===== src/rtl/pipe_stage_skid.sv =====
// pipe_stage_skid
// Single pipeline stage with a one-entry skid buffer. The main register
// drives out_data; the skid register catches the one word that arrives
// in the cycle the downstream first stalls, so in_ready can be a pure
// decode of state flops instead of a combinational function of out_ready.
//
// Ports
//   clk        rising-edge clock for all state
//   rst        asynchronous active-high reset
//   in_valid   upstream presents in_data
//   in_ready   stage can accept this cycle (decoded from state flops only)
//   in_data    upstream payload
//   flush      synchronous kill of all held entries, highest priority
//   out_valid  out_data is valid
//   out_ready  downstream accepts this cycle
//   out_data   payload to the next stage, NOP_VALUE when nothing is held
//   occupancy  number of held entries, 0..2
//   clr_stats  synchronous clear of stall_cnt
//   stall_cnt  saturating count of back-pressured cycles
module pipe_stage_skid #(
    parameter int                 DATA_W    = 16,
    parameter logic [DATA_W-1:0]  NOP_VALUE = {DATA_W{1'b0}},
    parameter int                 STALL_W   = 8
) (
    input  logic               clk,
    input  logic               rst,
    input  logic               in_valid,
    output logic               in_ready,
    input  logic [DATA_W-1:0]  in_data,
    input  logic               flush,
    output logic               out_valid,
    input  logic               out_ready,
    output logic [DATA_W-1:0]  out_data,
    output logic [1:0]         occupancy,
    input  logic               clr_stats,
    output logic [STALL_W-1:0] stall_cnt
);

    // Encoding equals the number of held entries, so occupancy is the state.
    typedef enum logic [1:0] {
        ST_EMPTY = 2'd0,
        ST_ONE   = 2'd1,
        ST_TWO   = 2'd2
    } state_t;

    state_t             state_r;
    state_t             state_s;
    logic [DATA_W-1:0]  main_r;
    logic [DATA_W-1:0]  main_s;
    logic [DATA_W-1:0]  skid_r;
    logic [DATA_W-1:0]  skid_s;
    logic [STALL_W-1:0] stall_r;
    logic [STALL_W-1:0] stall_s;
    logic               accept_s;
    logic               release_s;

    localparam logic [STALL_W-1:0] STALL_MAX = {STALL_W{1'b1}};

    // Handshake outputs are decodes of the state register only.
    assign in_ready  = (state_r != ST_TWO);
    assign out_valid = (state_r != ST_EMPTY);
    assign occupancy = state_r;
    // main_r is forced to NOP_VALUE whenever the stage becomes empty, so it
    // can drive the output directly without a mux.
    assign out_data  = main_r;
    assign stall_cnt = stall_r;

    assign accept_s  = in_valid & in_ready;
    assign release_s = out_valid & out_ready;

    // State register, payload registers and stall counter.
    always_ff @(posedge clk or posedge rst) begin
        if (rst) begin
            state_r <= ST_EMPTY;
            main_r  <= NOP_VALUE;
            skid_r  <= NOP_VALUE;
            stall_r <= {STALL_W{1'b0}};
        end else begin
            state_r <= state_s;
            main_r  <= main_s;
            skid_r  <= skid_s;
            stall_r <= stall_s;
        end
    end

    // Next-state and payload movement; flush overrides every other event.
    always_comb begin
        state_s = state_r;
        main_s  = main_r;
        skid_s  = skid_r;
        if (flush) begin
            state_s = ST_EMPTY;
            main_s  = NOP_VALUE;
            skid_s  = NOP_VALUE;
        end else begin
            case (state_r)
                ST_EMPTY: begin
                    if (accept_s) begin
                        state_s = ST_ONE;
                        main_s  = in_data;
                    end else begin
                        state_s = ST_EMPTY;
                    end
                end
                ST_ONE: begin
                    if (accept_s && release_s) begin
                        state_s = ST_ONE;
                        main_s  = in_data;
                    end else if (accept_s) begin
                        state_s = ST_TWO;
                        skid_s  = in_data;
                    end else if (release_s) begin
                        state_s = ST_EMPTY;
                        main_s  = NOP_VALUE;
                    end else begin
                        state_s = ST_ONE;
                    end
                end
                ST_TWO: begin
                    // in_ready is low here, so only a release can happen.
                    if (release_s) begin
                        state_s = ST_ONE;
                        main_s  = skid_r;
                        skid_s  = NOP_VALUE;
                    end else begin
                        state_s = ST_TWO;
                    end
                end
                default: begin
                    state_s = ST_EMPTY;
                    main_s  = NOP_VALUE;
                    skid_s  = NOP_VALUE;
                end
            endcase
        end
    end

    // Saturating stall counter; clear beats a same-cycle increment and
    // flush deliberately has no effect on it.
    always_comb begin
        stall_s = stall_r;
        if (clr_stats) begin
            stall_s = {STALL_W{1'b0}};
        end else if (out_valid && !out_ready && (stall_r != STALL_MAX)) begin
            stall_s = stall_r + {{(STALL_W-1){1'b0}}, 1'b1};
        end else begin
            stall_s = stall_r;
        end
    end

endmodule


===== config.mk =====
export PLATFORM = sky130hd
export DESIGN_NAME = pipe_stage_skid
export DESIGN_NICKNAME = d
export VERILOG_FILES = /design/src/rtl/pipe_stage_skid.sv
export SDC_FILE = /design/constraint.sdc
export NUM_CORES = 1
export LEC_CHECK = 0
export CORE_ASPECT_RATIO = 1.1
export CORE_MARGIN = 2
export CORE_UTILIZATION = 35
export CTS_CLUSTER_SIZE = 40
export DETAILED_ROUTE_END_ITERATION = 6
export GPL_ROUTABILITY_DRIVEN = 0
export SYNTH_ARGS = -nofsm -noshare
export SYNTH_HDL_FRONTEND = slang
export SYNTH_SLANG_ARGS = --single-unit

===== constraint.sdc =====
create_clock -name clk -period 2.5 [get_ports clk]
set_input_delay 0.5 -clock clk [delete_from_list [all_inputs] [get_ports clk]]
set_output_delay 0.5 -clock clk [all_outputs]
set_load 0.01 [all_outputs]

# Word-level counts from Yosys, hierarchy flattened
# Index checks and enable logic that the tools add are counted.
[totals]
register_bits = 42
in_bits = 22
out_inout_bits = 28
wordCells = 46
[classes]
n_addsub = 1
n_eq_ne = 11
mux = 19
bitwise_logic = 2
n_reduce_logical = 9
[op_table]
columns = ["operator", "n"]
rows = [
  ["$mux W16", 8],
  ["$pmux W16 S3", 2],
  ["$mux W8", 2],
  ["$ne A3 B3 Y1 const B", 4],
  ["$add A8 B1 Y8 const B", 1],
  ["$mux W2", 4],
  ["$ne A4 B4 Y1 const B", 2],
  ["$ne A8 B8 Y1 const B", 1],
  ["$reduce_and A4 Y1", 2],
  ["$pmux W2 S3", 1],
  ["$ne A2 B2 Y1 const B", 2],
  ["$reduce_bool A2 Y1", 2],
  ["$logic_and A1 B1 Y1", 3],
  ["$and A1 B1 Y1", 2],
  ["$eq A2 B1 Y1 const B", 1],
  ["$eq A2 B2 Y1 const B", 1],
  ["$logic_not A2 Y1", 1],
  ["$mux W1", 2],
  ["$logic_not A1 Y1", 1],
]

# Depth between registers and ports, before layout
[depth]
ltp_word = 7
depth_mapped = 10
depth_no_buf = 8

# Least setup slack after synthesis
# OpenSTA, ideal clock, no wires.
[synth_timing]
path_type = "register to register"
start = "register state_r[1], in the netlist occupancy[1]"
end = "register state_r[0], in the netlist occupancy[0]"
setup_ns = 0.118
t_arrival_ns = 1.802
t_required_ns = 2.382
path_slack_ns = 0.580
stages_incl_launch_ff = 11
path_buffers = 2
synth_period_minus_slack_ns = 1.920
path_cell_list = "dfrtp_1 buf_4 nor2b_1 clkbuf_1 inv_1 and2_1 ha_1 mux2i_1 nor2_1 a21oi_1 nor2_1"
[synth_between]
word_cells_on_any_way = 15
cone_classes = "eq/ne: 3; mux: 7; bitwise: 2; reduce/logical: 3"
[synth_lines]
columns = ["item", "line", "rtl"]
rows = [
  ["start: declaration", "46", "state_t state_r;"],
  ["start signal: assignment", "79", "state_r <= state_s;"],
  ["$ne A2 B2 Y1 (*)", "60", "assign in_ready = (state_r != ST_TWO);"],
  ["named net in_ready", "28", "output logic in_ready,"],
  ["$and A1 B1 Y1 (*)", "68", "assign accept_s = in_valid & in_ready;"],
  ["$mux W2 / $logic_and A1 B1 Y1 (equally long branches)", "109, 106", ""],
  ["$mux W2", "106", "if (accept_s && release_s) begin"],
  ["$pmux W2 S3 (*)", "96", "case (state_r)"],
  ["$mux W2 (*)", "91", "if (flush) begin"],
  ["named net state_s[0]", "47", "state_t state_s;"],
]
# Mark *: on every way through the listed nets, which the timed path passes. The rest lies on a longest branch.
# A chain may end at the register's enable or synchronous reset.

# Final worst setup path
[layout_timing]
start = "register state_r[0], in the netlist occupancy[0]"
end = "output out_valid"
[layout_between]
elab_chain_len = 1
[layout_rtl]
columns = ["item", "line", "rtl"]
rows = [
  ["$reduce_bool A2 Y1", "61", "assign out_valid = (state_r != ST_EMPTY);"],
  ["end: declaration", "31", "output logic out_valid,"],
]
# No other way between the ends.

==> parameters.txt <==
Parameter                              Value

Route
  Total iterations of the first detailed-routing run    5
  Per-cell routed wire length    13.5 microns
  DRC errors left    0
  Number of nets still failing antenna checks after routing    0
  Number of vias per cell    4.86
  Vias after detailed routing    1662
  Wire length reported by the detailed router    4.62 mm
  Initial detailed-routing violation count    86

Clocking
  Clock net sink count    42
  Clock network latency to the later pin of the worst-skew pair    310 ps
  Post-CTS setup buffer count    0
  Post-CTS Resized    0
  Number of buffers inserted by hold repair at cts    0
  CTS HTree Levels    2
  Clock root cell    clkbuf_8
  Num CTS Buffers    5
  Clock tree from TritonCTS    yes
  Buffer depth of the longest clock path    2
  Clock transition time at the flip-flop clock pins of the worst setup and hold paths    90 ps

Timing
  Setup total negative slack    0 ps
  Slew Viols, Final    0
  Share of the cycle needed by the critical path after routing    roughly 87%
  Number of endpoints failing setup at the final stage    0
  Slew at the pin with the worst max-slew slack    approximately 620 ps
  Maximum clock frequency    462 MHz
  Final period demand of the worst path    2160 ps
  Setup repair after global routing missed its margin    false
  Endpoints failing hold    0
  Max-slew headroom at the worst pin    58.8%
  Final Skew    6.20 ps

Floorplan
  Floorplan core area    5730 sq um
  Row Count    29
  Effective utilization at floorplan    a little over a third
  Die Width    77.3 microns
  Die Height    84.7 microns
  Total die area    6550 sq um
  I/O pin total    50

Yosys
  Count of flip-flops with a built-in enable after synthesis    0
  Area of the mapped netlist    2070 sq um
  Mean cell area of the mapped netlist    9.72 sq um
  Ys flop type    dfrtp_1
  Synthesized netlist net count    approximately 240
  Biggest area contributors in the synthesized netlist    dfrtp_1 51%, mux2i_1 8.7%, nand2_1 6.5%, a22oi_1 6.2%, o21ai_0 4.1%
  Library cells used by synthesis    36
  Number of instances in the synthesized netlist    213
  Sequential fraction of the synthesis area    50.8%
  Number of synthesized register bits    42
  Async SR Flop Fraction    100%
  Yosys Warn Count    0
  Area fraction of the dominant cell type after synthesis    50.8%
  Post-synthesis cell type with the largest combined area    dfrtp_1

Global routing
  Vias in the first global route    1700
  Global-route wire length before repair    slightly below 8 mm
  Met3 track utilization from global routing    3.55%
  Gr ovfl total    0
  Met1 demand-to-capacity share in global routing    18.3%
  Most Used Layer, Global Route    met2
  Number of antenna violations at the first check in global routing    0
  Pin count of the biggest net entering global routing    43
  Aggregate global-route resource usage    15.2%
  Grt met2 use    26.5%

Setup path
  Largest fanout on the critical path    11
  CP Buf/Inv Count    2
  Startpoint class of the critical path    flop
  Required time worst endpoint    2000 ps
  Type of the setup path with the least slack    flop to primary output
  Beginning of the critical path    occupancy[0]$_DFF_PP0_
  Delay contributed by the slowest stage of the critical path    ~600 ps
  Worst r2r dst    occupancy[0]$_DFF_PP0_
  Setup slack of the worst register-to-register path    760 ps
  WP depth    3
  Arrival time at the worst endpoint    around 1700 ps
  Count of cells along the worst register-to-register path    8
  Worst-path cell with the longest stage delay    dfrtp_1
  Worst-path cell chain    nor2_1, inv_1, clkdlybuf4s50_1
  Type of destination of the critical path    primary output
  Capturing element of the worst setup path    out_valid
  Top cell family by delay on the critical path    buffers and inverters
  Worst R2R Start    occupancy[0]$_DFF_PP0_

Run
  Max-cap violations    0

Pwr
  Worst vdd rail ir drop    about 0.25 mV
  Reported leakage power    1.17 nW
  Power density over cell area    around 550 nW/um^2

Layout
  Layout-stage area growth over the synthesis result    31.9%
  Fraction of final layout cells sized beyond drive strength 1    a little under a tenth
  Ant. Diodes    0
  Share of the core filled with cells    between 40 and 50%
  Final layout net count    288
  Final Instance Area    between 2000 and 3000 sq um

Outcome
  Result of the run    completed

Worst hold path
  Path type of the worst min-delay path    flop to flop

Placed design
  Post-DP Area    2640 sq um
  Half-perimeter wire length after placement    3.12 mm
  Number of port buffers    49
-- cell type report --
class | count | area [sq um]
clock buffers | 5 | 68.8
clock inverters | 3 | 25.0
fillers | 621 | 3000
inverters | 20 | 75.1
multi-input cells | 138 | 865
flip-flops and latches | 42 | 1050
well taps | 77 | 96.3
repair buffers | 57 | 551
-- registers in the layout, summed over array words and instances, names as in the netlist --
name and flops:
skid_r 16, occupancy 2, out_data 16, stall_cnt 8
-- worst min-delay path by stage --
stage	startpoint	to	slack [ps]	depth (start not counted)
final	out_data[3]$_DFFE_PP0P_	out_data[3]$_DFFE_PP0P_	480	2
after floorplan	skid_r[0]$_DFFE_PP0P_	skid_r[0]$_DFFE_PP0P_	500	2
after global placement	out_data[8]$_DFFE_PP0P_	out_data[8]$_DFFE_PP0P_	460	2
after global routing	out_data[4]$_DFFE_PP0P_	out_data[4]$_DFFE_PP0P_	500	2
after detailed placement	out_data[3]$_DFFE_PP0P_	out_data[3]$_DFFE_PP0P_	470	2
after CTS	out_data[3]$_DFFE_PP0P_	out_data[3]$_DFFE_PP0P_	490	2
-- layer usage --
| metal | vias up | share of wire [%] |
|---|---|---|
| li1 | 829 | - |
| met1 | 789 | 44 |
| met2 | 36 | 49 |
| met3 | 8 | 4.9 |
| met4 | 0 | 1.5 |
| met5 | - | 0 |
-- metrics by stage --
stage                     worst slack (ps)  hold slack [ps]  power, W  std cells
final                                  336              482   0.00150        342
after detailed placement               363              471   0.00105        334
after CTS                              319              492   0.00151        342
after global placement                 389              463   0.00104        334
after floorplan                        580              498  0.000913        213
after global routing                   251              504   0.00157        342
-- cell usage in the layout (no fill, tap or decap), types with 2 or more instances in the layout --
master / n
clkbuf_8: 5
inv_1: 19
and2_1: 2
nand3_1: 2
o31ai_1: 2
nand2_1: 36
buf_4: 8
nor2b_1: 3
o21ai_0: 17
a22oi_1: 17
a21oi_1: 6
mux2i_1: 18
clkdlybuf4s50_1: 49
nor3_1: 5
xor2_1: 2
dfrtp_1: 42
nor2_1: 10
ha_1: 2
-- logic make-up after synthesis --
logic type	after synthesis	share of synthesized area (%)
xor+xnor	2	0.846
buf+inv	33	7.49
flops	42	50.8
fa+ha+maj	2	1.21
simple gates	67	14.9
mux	18	8.70
compound gates	49	16.1
-- synthesized netlist by cell type, types with 2 or more instances --
cell and count:
nand2_1 36, a21oi_1 6, mux2i_1 18, buf_6 2, nor2_1 10, a22oi_1 17, nor3_1 5, ha_1 2
o31ai_1 2, xor2_1 2, nor2b_1 3, o21ai_0 17, dfrtp_1 42, nand3_1 2, and2_1 2, buf_4 4
inv_1 20, clkbuf_1 5
-- report_power, final --
| part | internal, W | switching, W |
|---|---|---|
| logic | 0.000144 | 0.000140 |
| clock network | 0.000202 | 0.000267 |
| registers | 0.000719 | 0.0000272 |
| total | 0.00106 | 0.000434 |
-- worst register-to-register path, cell delays in order (launching register included) --
cell and delay (ps):
dfrtp_1 530, nor2b_1 220, inv_1 80, and2_1 160
ha_1 270, mux2i_1 140, nor2_1 50, a21oi_1 110
nor2_1 50
(Power assumes the default switching activity.)
